[src/rtl/seg7_pkg.sv]
// Shared types and constants for the seven-segment scan driver.
// Segment patterns are active-low, bit order {g,f,e,d,c,b,a}.
package seg7_pkg;

  typedef enum logic {BLANK, DRIVE} scan_state_t;

  localparam logic [6:0] SEG_BLANK = 7'h7F;

  localparam logic [6:0] HEX_SEG [16] = '{
    7'h40, 7'h79, 7'h24, 7'h30, 7'h19, 7'h12, 7'h02, 7'h78,
    7'h00, 7'h10, 7'h08, 7'h03, 7'h46, 7'h21, 7'h06, 7'h0E
  };

endpackage

[src/rtl/hex_to_seg7.sv]
// Combinational hex nibble to active-low seven-segment pattern.
module hex_to_seg7
  import seg7_pkg::*;
(
  input  logic [3:0] i_nibble,
  output logic [6:0] o_segments
);

  assign o_segments = HEX_SEG[i_nibble];

endmodule

[src/rtl/seg7_scan_driver.sv]
// Eight-digit multiplexed seven-segment scan driver.
// The divided scan clock is sampled as data, synchronised and edge-detected;
// each rising edge advances to the next digit through one blanking cycle.
// Optional build macro: SEG7_LEADING_ZERO_BLANK_EN darkens leading-zero digits.
//
//   state | meaning
//   BLANK | all anodes off for one cycle between digits (anti-ghosting)
//   DRIVE | current digit lit until the next scan tick
module seg7_scan_driver
  import seg7_pkg::*;
#(
  parameter int NUM_DIGITS  = 8,
  parameter int SYNC_STAGES = 2
) (
  input  logic                      i_clk_in,
  input  logic                      i_reset,
  input  logic                      i_scan_clk,
  input  logic [NUM_DIGITS*4-1:0]   i_data_in,
  input  logic                      i_data_load,
  input  logic [NUM_DIGITS-1:0]     i_digit_en_in,
  input  logic [NUM_DIGITS-1:0]     i_dp_in,
  output logic [NUM_DIGITS-1:0]     o_anodes,
  output logic [6:0]                o_segments,
  output logic                      o_dp,
  output logic [$clog2(NUM_DIGITS)-1:0] o_digit_idx
);

  localparam int IDX_W = $clog2(NUM_DIGITS);
  localparam logic [IDX_W-1:0] IDX_LAST = IDX_W'(NUM_DIGITS - 1);

  logic [SYNC_STAGES-1:0]   r_sync;
  logic                     r_hist;
  logic                     w_tick;
  scan_state_t              r_state, w_state_nxt;
  logic [IDX_W-1:0]         r_idx, w_idx_nxt;
  logic [NUM_DIGITS*4-1:0]  r_shadow_data;
  logic [NUM_DIGITS-1:0]    r_shadow_en;
  logic [NUM_DIGITS-1:0]    r_shadow_dp;
  logic [NUM_DIGITS-1:0]    r_anodes, w_anodes_nxt;
  logic [6:0]               r_segments, w_segments_nxt;
  logic                     r_dp, w_dp_nxt;
  logic [3:0]               w_nibble;
  logic [6:0]               w_seg_pat;
  logic [NUM_DIGITS-1:0]    w_onehot;

  // Synchronise scan_clk and keep one history flop for rising-edge detect.
  always_ff @(posedge i_clk_in) begin
    if (!i_reset) begin
      r_sync <= '0;
      r_hist <= 1'b0;
    end else begin
      r_sync <= {r_sync[SYNC_STAGES-2:0], i_scan_clk};
      r_hist <= r_sync[SYNC_STAGES-1];
    end
  end

  assign w_tick = r_sync[SYNC_STAGES-1] & ~r_hist;

  // Shadow registers capture the display value on a load strobe.
  always_ff @(posedge i_clk_in) begin
    if (!i_reset) begin
      r_shadow_data <= '0;
      r_shadow_en   <= '1;
      r_shadow_dp   <= '0;
    end else if (i_data_load) begin
      r_shadow_data <= i_data_in;
      r_shadow_en   <= i_digit_en_in;
      r_shadow_dp   <= i_dp_in;
    end
  end

  // State and digit index register.
  always_ff @(posedge i_clk_in) begin
    if (!i_reset) begin
      r_state <= BLANK;
      r_idx   <= '0;
    end else begin
      r_state <= w_state_nxt;
      r_idx   <= w_idx_nxt;
    end
  end

  // Next state: BLANK always lasts one cycle; a tick advances the index in either state.
  always_comb begin
    w_state_nxt = r_state;
    w_idx_nxt   = r_idx;
    if (w_tick) begin
      w_idx_nxt = (r_idx == IDX_LAST) ? '0 : r_idx + 1'b1;
    end
    case (r_state)
      BLANK:   w_state_nxt = DRIVE;
      DRIVE:   if (w_tick) w_state_nxt = BLANK;
      default: w_state_nxt = BLANK;
    endcase
  end

  assign w_nibble = r_shadow_data[{r_idx, 2'b00} +: 4];

  hex_to_seg7 u_hex_to_seg7 (
    .i_nibble   (w_nibble),
    .o_segments (w_seg_pat)
  );

`ifdef SEG7_LEADING_ZERO_BLANK_EN
  logic [IDX_W-1:0] w_msd;

  // Index of the most significant nonzero nibble; digit 0 always counts as shown.
  always_comb begin
    w_msd = '0;
    for (int k = 1; k < NUM_DIGITS; k++) begin
      if (r_shadow_data[k*4 +: 4] != 4'h0) w_msd = k[IDX_W-1:0];
    end
  end
`endif

  // Display pattern for the current state, registered below.
  always_comb begin
    w_onehot         = '0;
    w_onehot[r_idx]  = 1'b1;
    w_anodes_nxt     = '1;
    w_segments_nxt   = SEG_BLANK;
    w_dp_nxt         = 1'b1;
    if (r_state == DRIVE) begin
      w_anodes_nxt   = r_shadow_en[r_idx] ? ~w_onehot : '1;
      w_segments_nxt = w_seg_pat;
      w_dp_nxt       = ~r_shadow_dp[r_idx];
`ifdef SEG7_LEADING_ZERO_BLANK_EN
      // Leading zeros stay dark, but a set decimal point keeps the anode on.
      if (r_idx > w_msd) begin
        w_segments_nxt = SEG_BLANK;
        w_anodes_nxt   = (r_shadow_en[r_idx] && r_shadow_dp[r_idx]) ? ~w_onehot : '1;
      end
`endif
    end
  end

  // Registered outputs.
  always_ff @(posedge i_clk_in) begin
    if (!i_reset) begin
      r_anodes   <= '1;
      r_segments <= SEG_BLANK;
      r_dp       <= 1'b1;
    end else begin
      r_anodes   <= w_anodes_nxt;
      r_segments <= w_segments_nxt;
      r_dp       <= w_dp_nxt;
    end
  end

  assign o_anodes    = r_anodes;
  assign o_segments  = r_segments;
  assign o_dp        = r_dp;
  assign o_digit_idx = r_idx;

endmodule

[config.mk]
export PLATFORM = sky130hd
export DESIGN_NAME = seg7_scan_driver
export DESIGN_NICKNAME = d
export VERILOG_FILES = /design/src/rtl/seg7_pkg.sv /design/src/rtl/hex_to_seg7.sv /design/src/rtl/seg7_scan_driver.sv
export SDC_FILE = /design/constraint.sdc
export NUM_CORES = 1
export LEC_CHECK = 0
export CELL_PAD_IN_SITES_DETAIL_PLACEMENT = 1
export CELL_PAD_IN_SITES_GLOBAL_PLACEMENT = 2
export CORE_MARGIN = 2
export CORE_UTILIZATION = 33
export DETAILED_ROUTE_END_ITERATION = 12
export GPL_TIMING_DRIVEN = 0
export PLACE_DENSITY_LB_ADDON = 0.08
export SYNTH_ARGS = -nofsm -noshare
export SYNTH_HDL_FRONTEND = slang
export SYNTH_HIERARCHICAL = 1
export SYNTH_SLANG_ARGS = --single-unit
[constraint.sdc]
create_clock -name i_clk_in -period 4.85 [get_ports i_clk_in]
set_input_delay 0.485 -clock i_clk_in [delete_from_list [all_inputs] [get_ports i_clk_in]]
set_output_delay 0.485 -clock i_clk_in [all_outputs]
set_load 0.1 [all_outputs]
==> impl_metrics.env <==
export IMPL_nets=463
export IMPL_synth_simple_area_share_pct=17.92
export IMPL_ys_flop_type="dfxtp_1"
export IMPL_synth_edf_count=0
export IMPL_crit_path_start="o_digit_idx[2]$_SDFFE_PN0P_"
export IMPL_die_area_sq_um=10540
export IMPL_synth_xor_xnor_area_share_pct=0
export IMPL_postSynth_asyncResetShare_pct=0
export IMPL_firstDrtPassIters=4
export IMPL_status="completed"
export IMPL_area_growth_pct=33.62
export IMPL_arrival_ps=3290
export IMPL_synthDistinctLibCells=36
export IMPL_cts_setup_buffers=0
export IMPL_syn_num_nets=383
export IMPL_setup_slack_ps=1801
export IMPL_relSlewSlack_pct=34.28
export IMPL_critPathKind="flop to flop"
export IMPL_min_delay_start="r_sync[0]$_SDFF_PN0_"
export IMPL_finalSetupTns_ps=0
export IMPL_start_util_pct=33.48
export IMPL_max_cap_viol_count=0
export IMPL_insertion_delay_ps=340
export IMPL_setup_viol=0
export IMPL_skew_ps=10.01
export IMPL_endpoint_kind="flop"
export IMPL_r2r_setup_slack_ps=1800
export IMPL_critPathLaunchType="flop"
export IMPL_dp_slack_ps=1757
export IMPL_clkTransAtPathRegs_ps=80
export IMPL_drt_initial_drc_count=57
export IMPL_cp_required_ps=5090
export IMPL_insertedDiodeCount=0
export IMPL_synth_compound_area_share_pct=7.051
export IMPL_grt_max_degree=13
export IMPL_syn_inst=322
export IMPL_ir_drop_mv=0.1507
export IMPL_num_rows=36
export IMPL_ys_ff_latch=71
export IMPL_synth_fa_ha_area_share_pct=3.506
export IMPL_fmax_ghz=0.3280
export IMPL_layout_commonest_cell="dfxtp_1"
export IMPL_cts_resized=0
export IMPL_track_usage_pct=16.07
export IMPL_yosysSeqAreaShare_pct=44.25
export IMPL_path_max_fanout=10
export IMPL_grt_pass1_wl_mm=12.74
export IMPL_period_share_pct=62.86
export IMPL_cts_hold_buf=0
export IMPL_worst_pin_slew_ps=982.7
export IMPL_cp_endpoint="o_segments[3]$_SDFF_PN1_"
export IMPL_grt_overflow_total=0
export IMPL_fp_coreArea_sq_um=9594
export IMPL_syn_area_sq_um=3212
export IMPL_via_per_inst=4.533
export IMPL_yosysWarnings=6
export IMPL_cpPeakStageDelay_ps=620
export IMPL_fillCellCount=1118
export IMPL_cts_made_buffers=9
export IMPL_powerDensity_nw_per_um2=325.7
export IMPL_r2r_end="o_segments[3]$_SDFF_PN1_"
export IMPL_grt_antenna_before_repair=0
export IMPL_vias=2448
export IMPL_die_y_microns=102.7
export IMPL_cts_sinks=71
export IMPL_min_path_type="flop to flop"
export IMPL_finalHoldViolations=0
export IMPL_totalWireLength_mm=7.972
export IMPL_die_w_microns=102.7
export IMPL_syn_avg_cell_area_sq_um=9.975
export IMPL_cts_root_buf="clkbuf_8"
export IMPL_synth_top_family_by_area="multiplexers"
export IMPL_final_cell_mix="dfxtp_1, clkdlybuf4s50_1, mux2i_1"
export IMPL_dp_final_hpwl_mm=5.981
export IMPL_clockBufferDepth=2
export IMPL_port_buffers=69
export IMPL_ff_latch_area_sq_um=1421
export IMPL_instances_no_fill=540
export IMPL_path_cells="buf_2 > clkbuf_1 > a31oi_1 > o21ai_0 > inv_1 > ha_1 > nand2_1 > a21oi_1 > a31oi_1 > or2_2"
export IMPL_synth_mux_area_share_pct=21.70
export IMPL_fin_crit_ps=3049
export IMPL_multi_input_area_sq_um=1612
export IMPL_critPathSlowestCell="o21ai_0"
export IMPL_gp_congestion=0.7317
export IMPL_maxSlewViolCount=0
export IMPL_worstRegToRegCells=10
export IMPL_fin_hold_ws_ps=437.6
export IMPL_dp_cells=524
export IMPL_cts_tree="built"
export IMPL_drive_above_1_share_pct=10.32
export IMPL_rsz0062_at_grt="no"
export IMPL_crit_top_cell="a31oi_1"
export IMPL_first_global_vias=2473
export IMPL_route_detailed_drc=0
export IMPL_ant_nets=0
export IMPL_htreeDepth=3
export IMPL_ioPinCount=71
export IMPL_p_total_w=0.001398
export IMPL_crit_reg2reg_launch="o_digit_idx[2]$_SDFFE_PN0P_"
export IMPL_p_leak_nw=1.707
export IMPL_wire_per_inst_microns=14.76
## registers in the layout, indices dropped and copies added, names as in the netlist
| signal | cells |
|---|---|
| r_shadow_dp | 8 |
| r_hist | 1 |
| o_segments | 7 |
| o_dp | 1 |
| r_state | 1 |
| r_shadow_data | 32 |
| o_anodes | 8 |
| r_shadow_en | 8 |
| r_sync | 2 |
| o_digit_idx | 3 |
## area by class of cell
cell class / count / share of cell area [%]
Buffer: 24 / 3.382
Clock buffer: 11 / 3.294
Clock inverter: 5 / 1.895
Inverter: 9 / 0.7872
Multi-Input combinational cell: 218 / 37.55
Sequential cell: 71 / 33.12
Timing Repair Buffer: 69 / 16.09
Tap cell: 133 / 3.878
## how the worst min path moves through the flow
stage	endpoint	cells after the start
2_1_floorplan	r_sync[1]$_SDFF_PN0_	1
3_3_place_gp	r_sync[1]$_SDFF_PN0_	1
3_5_place_dp	r_sync[1]$_SDFF_PN0_	1
4_1_cts	r_sync[1]$_SDFF_PN0_	1
5_1_grt	r_sync[1]$_SDFF_PN0_	1
6_report	r_sync[1]$_SDFF_PN0_	1
## cell usage after synthesis, types with 2 or more instances
cell type | n | area [sq um]
nand3b_1 | 4 | 30.03
a211oi_1 | 2 | 15.01
o21ai_1 | 2 | 10.01
o221ai_1 | 2 | 17.52
inv_1 | 9 | 33.78
buf_4 | 4 | 30.03
buf_6 | 2 | 22.52
nand2_1 | 25 | 93.84
nor2_1 | 7 | 26.28
nand2b_1 | 3 | 18.77
mux2_2 | 3 | 33.78
a21oi_1 | 4 | 20.02
nor2b_1 | 44 | 275.3
ha_1 | 9 | 112.6
dfxtp_1 | 71 | 1421
and2_1 | 3 | 18.77
o21ai_0 | 7 | 35.03
buf_2 | 7 | 35.03
o211ai_1 | 2 | 15.01
o22ai_1 | 8 | 50.05
clkbuf_1 | 10 | 37.54
nand3_1 | 6 | 30.03
a31oi_1 | 4 | 25.02
or2_1 | 2 | 12.51
mux2i_1 | 64 | 640.6
or2_2 | 8 | 50.05
## routing by layer
layer  track usage [%]  share of wire [%]  vias up
li1                  -                  -     1250
met1             22.04                 50     1133
met2             25.14                 44       51
met3             2.441                4.0       14
met4             6.974                1.5        0
met5                 0                  0        -
## cell families (layout without fill, tap and decap cells)
logic type      Yosys count  count (layout)
simple gates            105             105
buf+inv                  33             118
mux                      68              68
compound gates           36              36
flops                    71              71
fa+ha+maj                 9               9
## worst max-delay path: cells and delay by family (launching register included)
kind,cells,cell delay (ps)
compound gates,4,930
flops,1,410
fa+ha+maj,1,350
buf+inv,3,870
simple gates,2,380
## power breakdown
| part | internal (W) | switching [W] | leakage [nW] |
|---|---|---|---|
| registers | 0.000614 | 0.0000157 | 0.585 |
| clock network | 0.000304 | 0.000229 | 0.110 |
| logic | 0.000109 | 0.000125 | 1.01 |
| total | 0.00103 | 0.000370 | 1.71 |
## stage by stage
step	utilization [%]	cell area, sq um
finish	44.73	4292
global route	44.73	4292
CTS	44.73	4292
detailed placement	42.41	4069
global placement	42.41	4069
floorplan	-	3212
Power figures use the tool's default switching activity.
